[src/rtl/instr_encoder.sv]
// rtl/instr_encoder.sv - encodes instruction descriptors into 32-bit words and loads them into instruction memory
module instr_encoder #(
  parameter int ADDR_W = 8
) (
  input  logic              clk,
  input  logic              rst_n,
  input  logic              start,
  input  logic [ADDR_W-1:0] base_addr,
  input  logic              in_valid,
  output logic              in_ready,
  input  logic              in_last,
  input  logic [3:0]        op_sel,
  input  logic [4:0]        rd,
  input  logic [4:0]        rs1,
  input  logic [4:0]        rs2,
  input  logic [19:0]       imm,
  output logic              imem_we,
  output logic [ADDR_W-1:0] imem_addr,
  output logic [31:0]       imem_wdata,
  output logic [ADDR_W:0]   word_count,
  output logic              busy,
  output logic              done,
  output logic              err_illegal,
  output logic              err_full
);

  localparam int DEPTH = 1 << ADDR_W;
  localparam logic [ADDR_W:0] LAST_FREE = (ADDR_W+1)'(DEPTH - 1);
  localparam logic [ADDR_W:0] FULL_CNT  = (ADDR_W+1)'(DEPTH);

  typedef enum logic [1:0] {S_IDLE, S_RUN, S_DONE} state_t;

  state_t              r_state;
  logic [ADDR_W-1:0]   r_ptr;
  logic [ADDR_W:0]     r_count;
  logic                r_we;
  logic [ADDR_W-1:0]   r_addr;
  logic [31:0]         r_wdata;
  logic                r_err_ill;
  logic                r_err_full;

  logic                w_accept;
  logic                w_legal;
  logic                w_last_free;
  logic [6:0]          w_opcode;
  logic [31:0]         w_wdata;

  assign w_accept    = in_valid && (r_state == S_RUN);
  assign w_legal     = (op_sel <= 4'd13);
  assign w_last_free = (r_count == LAST_FREE);

  // Opcode map skips 0101011 between SLT and BEQ.
  always_comb begin
    w_opcode = 7'b0000000;
    case (op_sel)
      4'd0:  w_opcode = 7'b0000011;
      4'd1:  w_opcode = 7'b0000111;
      4'd2:  w_opcode = 7'b0001011;
      4'd3:  w_opcode = 7'b0001111;
      4'd4:  w_opcode = 7'b0010011;
      4'd5:  w_opcode = 7'b0010111;
      4'd6:  w_opcode = 7'b0011011;
      4'd7:  w_opcode = 7'b0011111;
      4'd8:  w_opcode = 7'b0100011;
      4'd9:  w_opcode = 7'b0100111;
      4'd10: w_opcode = 7'b0101111;
      4'd11: w_opcode = 7'b0110011;
      4'd12: w_opcode = 7'b0110111;
      4'd13: w_opcode = 7'b0111011;
      default: w_opcode = 7'b0000000;
    endcase
  end

  always_comb begin
    w_wdata = 32'd0;
    case (op_sel)
      4'd0:                 w_wdata = {imm[11:0], rs1, 3'b000, rd, w_opcode};
      4'd1, 4'd10, 4'd11:   w_wdata = {imm[11:5], rs2, rs1, 3'b000, imm[4:0], w_opcode};
      4'd12:                w_wdata = {imm, 5'd0, w_opcode};
      4'd13:                w_wdata = {imm, rd, w_opcode};
      4'd2, 4'd3, 4'd4, 4'd5, 4'd6, 4'd7, 4'd8, 4'd9:
                            w_wdata = {7'd0, rs2, rs1, 3'b000, rd, w_opcode};
      default:              w_wdata = 32'd0;
    endcase
  end

  always_ff @(posedge clk or negedge rst_n) begin
    if (!rst_n) begin
      r_state    <= S_IDLE;
      r_ptr      <= '0;
      r_count    <= '0;
      r_we       <= 1'b0;
      r_addr     <= '0;
      r_wdata    <= 32'd0;
      r_err_ill  <= 1'b0;
      r_err_full <= 1'b0;
    end else begin
      r_we <= 1'b0;
      case (r_state)
        S_IDLE, S_DONE: begin
          if (start) begin
            r_state    <= S_RUN;
            r_ptr      <= base_addr;
            r_count    <= '0;
            r_err_ill  <= 1'b0;
            r_err_full <= 1'b0;
          end
        end
        S_RUN: begin
          if (w_accept) begin
            if (w_legal) begin
              r_we    <= 1'b1;
              r_addr  <= r_ptr;
              r_wdata <= w_wdata;
              r_ptr   <= r_ptr + ADDR_W'(1);
              if (r_count != FULL_CNT)
                r_count <= r_count + (ADDR_W+1)'(1);
              // Filling the last free word ends the load; only an error if the program wanted more.
              if (w_last_free) begin
                r_state <= S_DONE;
                if (!in_last)
                  r_err_full <= 1'b1;
              end
            end else begin
              r_err_ill <= 1'b1;
            end
            if (in_last)
              r_state <= S_DONE;
          end
        end
        default: r_state <= S_IDLE;
      endcase
    end
  end

  assign in_ready    = (r_state == S_RUN);
  assign busy        = (r_state == S_RUN);
  assign done        = (r_state == S_DONE);
  assign imem_we     = r_we;
  assign imem_addr   = r_addr;
  assign imem_wdata  = r_wdata;
  assign word_count  = r_count;
  assign err_illegal = r_err_ill;
  assign err_full    = r_err_full;

endmodule
[config.mk]
export PLATFORM = sky130hd
export DESIGN_NAME = instr_encoder
export DESIGN_NICKNAME = d
export VERILOG_FILES = /design/src/rtl/instr_encoder.sv
export SDC_FILE = /design/constraint.sdc
export NUM_CORES = 1
export LEC_CHECK = 0
export ABC_AREA = 1
export CORE_MARGIN = 5
export CORE_UTILIZATION = 40
export DETAILED_ROUTE_END_ITERATION = 12
export GPL_TIMING_DRIVEN = 0
export PLACE_DENSITY = 0.75
export SETUP_SLACK_MARGIN = 0.1
export SLEW_MARGIN = 20
export SYNTH_ARGS = -nofsm -noshare
export SYNTH_HDL_FRONTEND = slang
export SYNTH_SLANG_ARGS = --single-unit
[constraint.sdc]
create_clock -name clk -period 3.5 [get_ports clk]
set_input_delay 0.525 -clock clk [delete_from_list [all_inputs] [get_ports clk]]
set_output_delay 0.525 -clock clk [all_outputs]
set_load 0.02 [all_outputs]
# Yosys cells after proc, flatten, opt, wreduce, memory -nomap -nowiden
# Memories as Yosys holds them, arrays and structs flattened.
# Cells that the tools add are included.
[word_totals]
regBits = 62
rom_bits = 96
input_bits = 52
out_inout_bits = 55
word_cells = 79
mem_count = 1
[mem_list]
columns = ["memory", "words", "word_bits", "read_ports", "rd_clocked_by_memory_dff", "wr", "line_no", "text"]
rows = [
  ["(no name shown)", 16, 6, 1, 0, 0, "55", "case (op_sel)"],
]
[op_classes]
add_sub_neg = 2
magnitude_cmp = 1
eq_ne = 26
mux = 28
reduce_logical = 13
[ops]
columns = ["operator", "count"]
rows = [
  ["32-bit one-hot mux with 5 select lines", 1],
  ["9-bit two-way mux", 4],
  ["4-bit == test (second input constant)", 6],
  ["8-bit two-way mux", 3],
  ["9-bit one-hot mux with 2 select lines", 1],
  ["4-bit by 3-bit == test with 1-bit output (second input constant)", 4],
  ["8-bit one-hot mux with 2 select lines", 1],
  ["4-bit AND reduction", 3],
  ["1-bit two-way mux", 10],
  ["2-bit two-way mux", 5],
  ["9-bit by 1-bit adder with 9-bit output (second input constant)", 1],
  ["9-bit by 8-bit == test with 1-bit output (second input constant)", 1],
  ["9-bit inequality test (second input constant)", 1],
  ["8-bit by 1-bit adder with 8-bit output (second input constant)", 1],
  ["4-bit by 2-bit == test with 1-bit output (second input constant)", 2],
  ["2-bit by 1-bit inequality test with 1-bit output (second input constant)", 4],
  ["8-bit OR reduction", 1],
  ["2-bit inequality test (second input constant)", 3],
  ["3-bit by 2-bit inequality test with 1-bit output (second input constant)", 2],
  ["6-bit AND reduction", 1],
  ["5-bit AND reduction", 1],
  ["4-bit by 1-bit == test with 1-bit output (second input constant)", 1],
  ["4-bit <= comparator (second input constant)", 1],
  ["4-bit zero test", 1],
  ["10 further kinds", 11],
]

# Depth between registers and ports, before layout
[depth]
ltp_word = 6
ltp_mapped = 13
depth_no_buf = 12

# Least setup slack after synthesis
# No wires, ideal clock.
[synth_path]
path_type = "in2reg"
startpoint = "input port op_sel[1]"
endpoint = "register r_count[7], in the netlist word_count[7]"
setup_time_ps = 127
arrival_ps = 1596
t_required_ps = 3373
slack_ps = 1778
path_stages = 10
n_path_buf = 1
cell_sequence = "inv_1 > ha_1 > nor2_1 > nand2_2 > nand2_2 > a21oi_4 > nand2_4 > buf_6 > nand2_1 > o21ai_0"
[synth_between]
elab_chain_len = 3
[synth_lines]
columns = ["element", "line_no", "text"]
rows = [
  ["from (decl)", "12", "input logic [3:0] op_sel,"],
  ["4-bit <= comparator", "49", "assign w_legal = (op_sel <= 4'd13);"],
  ["2-bit by 1-bit inequality test with 1-bit output (no line)", "n/a", ""],
  ["5-bit AND reduction (no line)", "n/a", ""],
  ["to (signal assigned)", "117", "r_count <= r_count + (ADDR_W+1)'(1);"],
  ["to (decl)", "35", "logic [ADDR_W:0] r_count;"],
]
# No other way between the ends.
# A chain may end at the register's enable or synchronous reset.

# Worst setup path in the final report
[layout_path]
startpoint = "register r_state[0]"
endpoint = "output port in_ready"
[layout_between]
elab_chain_len = 1
[layout_lines]
columns = ["element", "line_no", "text"]
rows = [
  ["from (decl)", "33", "state_t r_state;"],
  ["from (signal assigned)", "89", "r_state <= S_IDLE;"],
  ["from (signal assigned)", "102", "r_state <= S_RUN;"],
  ["from (signal assigned)", "120", "r_state <= S_DONE;"],
  ["2-bit by 1-bit == test with 1-bit output", "136", "assign in_ready = (r_state == S_RUN);"],
  ["to (decl)", "10", "output logic in_ready,"],
]
# No other way between the ends.

==> results.toml <==
[outcome]
status = "finished clean"

[global_route]
grt_start_max_net_pins = 43
grt_pass1_vias = 3418
antenna_found_initial = 0
grt_overflow = 0
grt_use_total_pct = 18.95
grt_pass1_wl_mm = 15.56

[synthesis]
synth_top_area_cell = "dfrtp_1"
ys_seq_area_share_pct = 44.17
yosysTopAreaCellShare_pct = 44.17
synth.net_count = 536
yosysWarnings = 0
ys_top_cells_by_area = "dfrtp_1, nand2_1, o21ai_0, inv_1, ha_1"
synth_cells = 474
synth-simple-area-share_pct = 32.76
synth_fa_ha_area_share_pct = 3.681
synth_area_um2 = 3400
synth_xor_area_share_pct = 1.546
yosys.cell_types.count = 30
synthMuxAreaShare_pct = 0
ys_ff_latch = 60
synth_top_family_by_area = "simple AND/OR/NAND/NOR gates"
post_synth.cell_area_avg_um2 = 7.172
synth_compound_area_share_pct = 9.275

[cts]
cts_buffers = 9
cts_tree = "done"
cts_resized = 0
cts.htree.levels = 3
holdBufCountCts = 0
cts.sinks = 60
path_clk_slew_ns = 0.07
post_cts_buffers = 0
cts_root_buf = "clkbuf_8"
clock_tree.buffer_depth = 2
clock_latency_ns = 0.35

[min_path]
min_path_type = "in2async"

[drt]
first_pass_iters = 5
wirelength_mm = 9.712
via_per_inst = 4.847
remaining_drc_errors = 0
drt_iter0_markers = 113
ant_nets = 0
routed-via-count = 3393
wl_per_cell_um = 13.87

[place]
dp_slack_ns = 0.9198
dp_hpwl_mm = 7.509
place_congestion = 0.9444
place_area_um2 = 4589
io_buffers = 104

[setup_path]
arrival_ns = 2.07
r2r_slack_ns = 1.75
worst_ep_required_time_ns = 2.97
worstSetupPathType = "reg2out"
critPathCaptureType = "primary output"
worst_setup_path_start_kind = "flop"
critPathMaxFanout = 11

[timing]
rsz0062_at_grt = "false"
drv_slew = 0
hold_viol = 0
setup_violations = 0
fin_crit_sh_pct = 74.01
clock_skew_ns = 0.01531
setup_slack_ns = 0.9098
max_freq_mhz = 386.1
min_period_ns = 2.590

[cells_and_area]
fin_util_pct = 57.91
design_area_um2 = 4782
mostFrequentLayoutCells = "nand2_1, clkdlybuf4s50_1, dfrtp_1"
nFillCells = 754
final-seq-area_um2 = 1501
drive_gt1_share_pct = 8.739
nets = 652
areaGrowthSynthToFinish_pct = 40.67
diodes = 0
layout_commonest_cell = "nand2_1"
multi_input_area_um2 = 1610

[floorplanning]
start_util_pct = 41.17
core-area_um2 = 8258
io-pin-count = 107
die_area_um2 = 10440
die_w_um = 102.2
rows = 33
die_h_um = 102.2

[pwr]
cellLeakagePower_nw = 2.373
p_total_mw = 3.508
vdd_drop_max_uv = 283.7
power_density_nw_per_um2 = 733.7

[job]
cap_violations = 0
==> power by group <==
part / leakage, nW / switching [mW] / internal [mW]
registers: 0.777 / 0.183 / 0.968
clock network: 0.0962 / 0.299 / 0.329
logic: 1.50 / 0.982 / 0.749
==> critical path, stage by stage, from the launching register on <==
cell,delay [ns]
dfrtp_1,0.47
nand2_1,0.16
inv_1,0.11
buf_2,0.25
buf_4,0.15
clkdlybuf4s50_1,0.59
==> routing by layer <==
metal	wire length [um]	GRT usage [%]	up-vias	share of wire, %
met3	881	5.324	20	9.1
met5	0	0	-	0
met4	202	7.164	0	2.1
met2	4387	30.73	139	45
li1	-	-	1701	-
met1	4240	24.11	1533	44
==> sequential cells by signal, indices dropped and copies added, names as in the netlist <==
register,cells
err_full,1
err_illegal,1
imem_addr,8
imem_wdata,30
imem_we,1
r_ptr,8
r_state,2
word_count,9
==> Yosys cell counts (all sizes together) <==
| library cell | n |
|---|---|
| nand3 | 16 |
| nand4 | 6 |
| a21oi | 6 |
| o22ai | 2 |
| a32o | 1 |
| buf | 17 |
| or2 | 2 |
| clkbuf | 3 |
| nand2 | 218 |
| a22oi | 1 |
| o21ai | 43 |
| conb | 1 |
| inv | 44 |
| o31ai | 1 |
| ha | 10 |
| nor3 | 2 |
| dfrtp | 60 |
| nor2 | 34 |
| xor2 | 6 |
| a31oi | 1 |
==> worst paths after layout <==
kind,startpoint,endpoint,depth (start not counted)
worst max-delay path,r_state[0]$_DFFE_PN0P_,in_ready,5
worst min-delay path,rst_n,imem_wdata[18]$_DFFE_PN0P_,1
worst max register to register,word_count[3]$_DFFE_PN0P_,word_count[8]$_DFFE_PN0P_,6
worst min register to register,imem_wdata[15]$_DFFE_PN0P_,imem_wdata[15]$_DFFE_PN0P_,2
max in group asynchronous,rst_n,err_illegal$_DFFE_PN0P_,2
min in group clk,imem_wdata[15]$_DFFE_PN0P_,imem_wdata[15]$_DFFE_PN0P_,2
==> through the flow <==
stage                     TNS (ns)  hold WS (ns)  instances
after floorplan                  0        0.2294        474
after global placement      -2.397        0.4629        683
after detailed placement         0        0.4204        684
after CTS                        0       0.04751        700
after global routing             0       0.06166        700
final                            0       0.04841        700
==> cells by family (layout without fill, tap and decap cells) <==
kind of cell / Yosys count / count (layout)
flip-flops: 60 / 60
other: 1 / 1
AND/OR/NAND/NOR: 278 / 278
AO/OA/AOI/OAI: 55 / 55
adder cells (fa/ha/maj): 10 / 10
buffers and inverters: 64 / 185
XOR/XNOR: 6 / 6
==> final cells by class <==
| cell class | instances | area share [%] |
|---|---|---|
| well taps | 105 | 2.747 |
| clock inverters | 6 | 1.361 |
| inverters | 44 | 3.454 |
| flip-flops and latches | 60 | 31.40 |
| clock buffers | 10 | 2.669 |
| plain buffers | 20 | 2.564 |
| repair buffers | 105 | 22.14 |
| multi-input cells | 350 | 33.67 |
No activity file was read; power rests on OpenSTA's default activity.
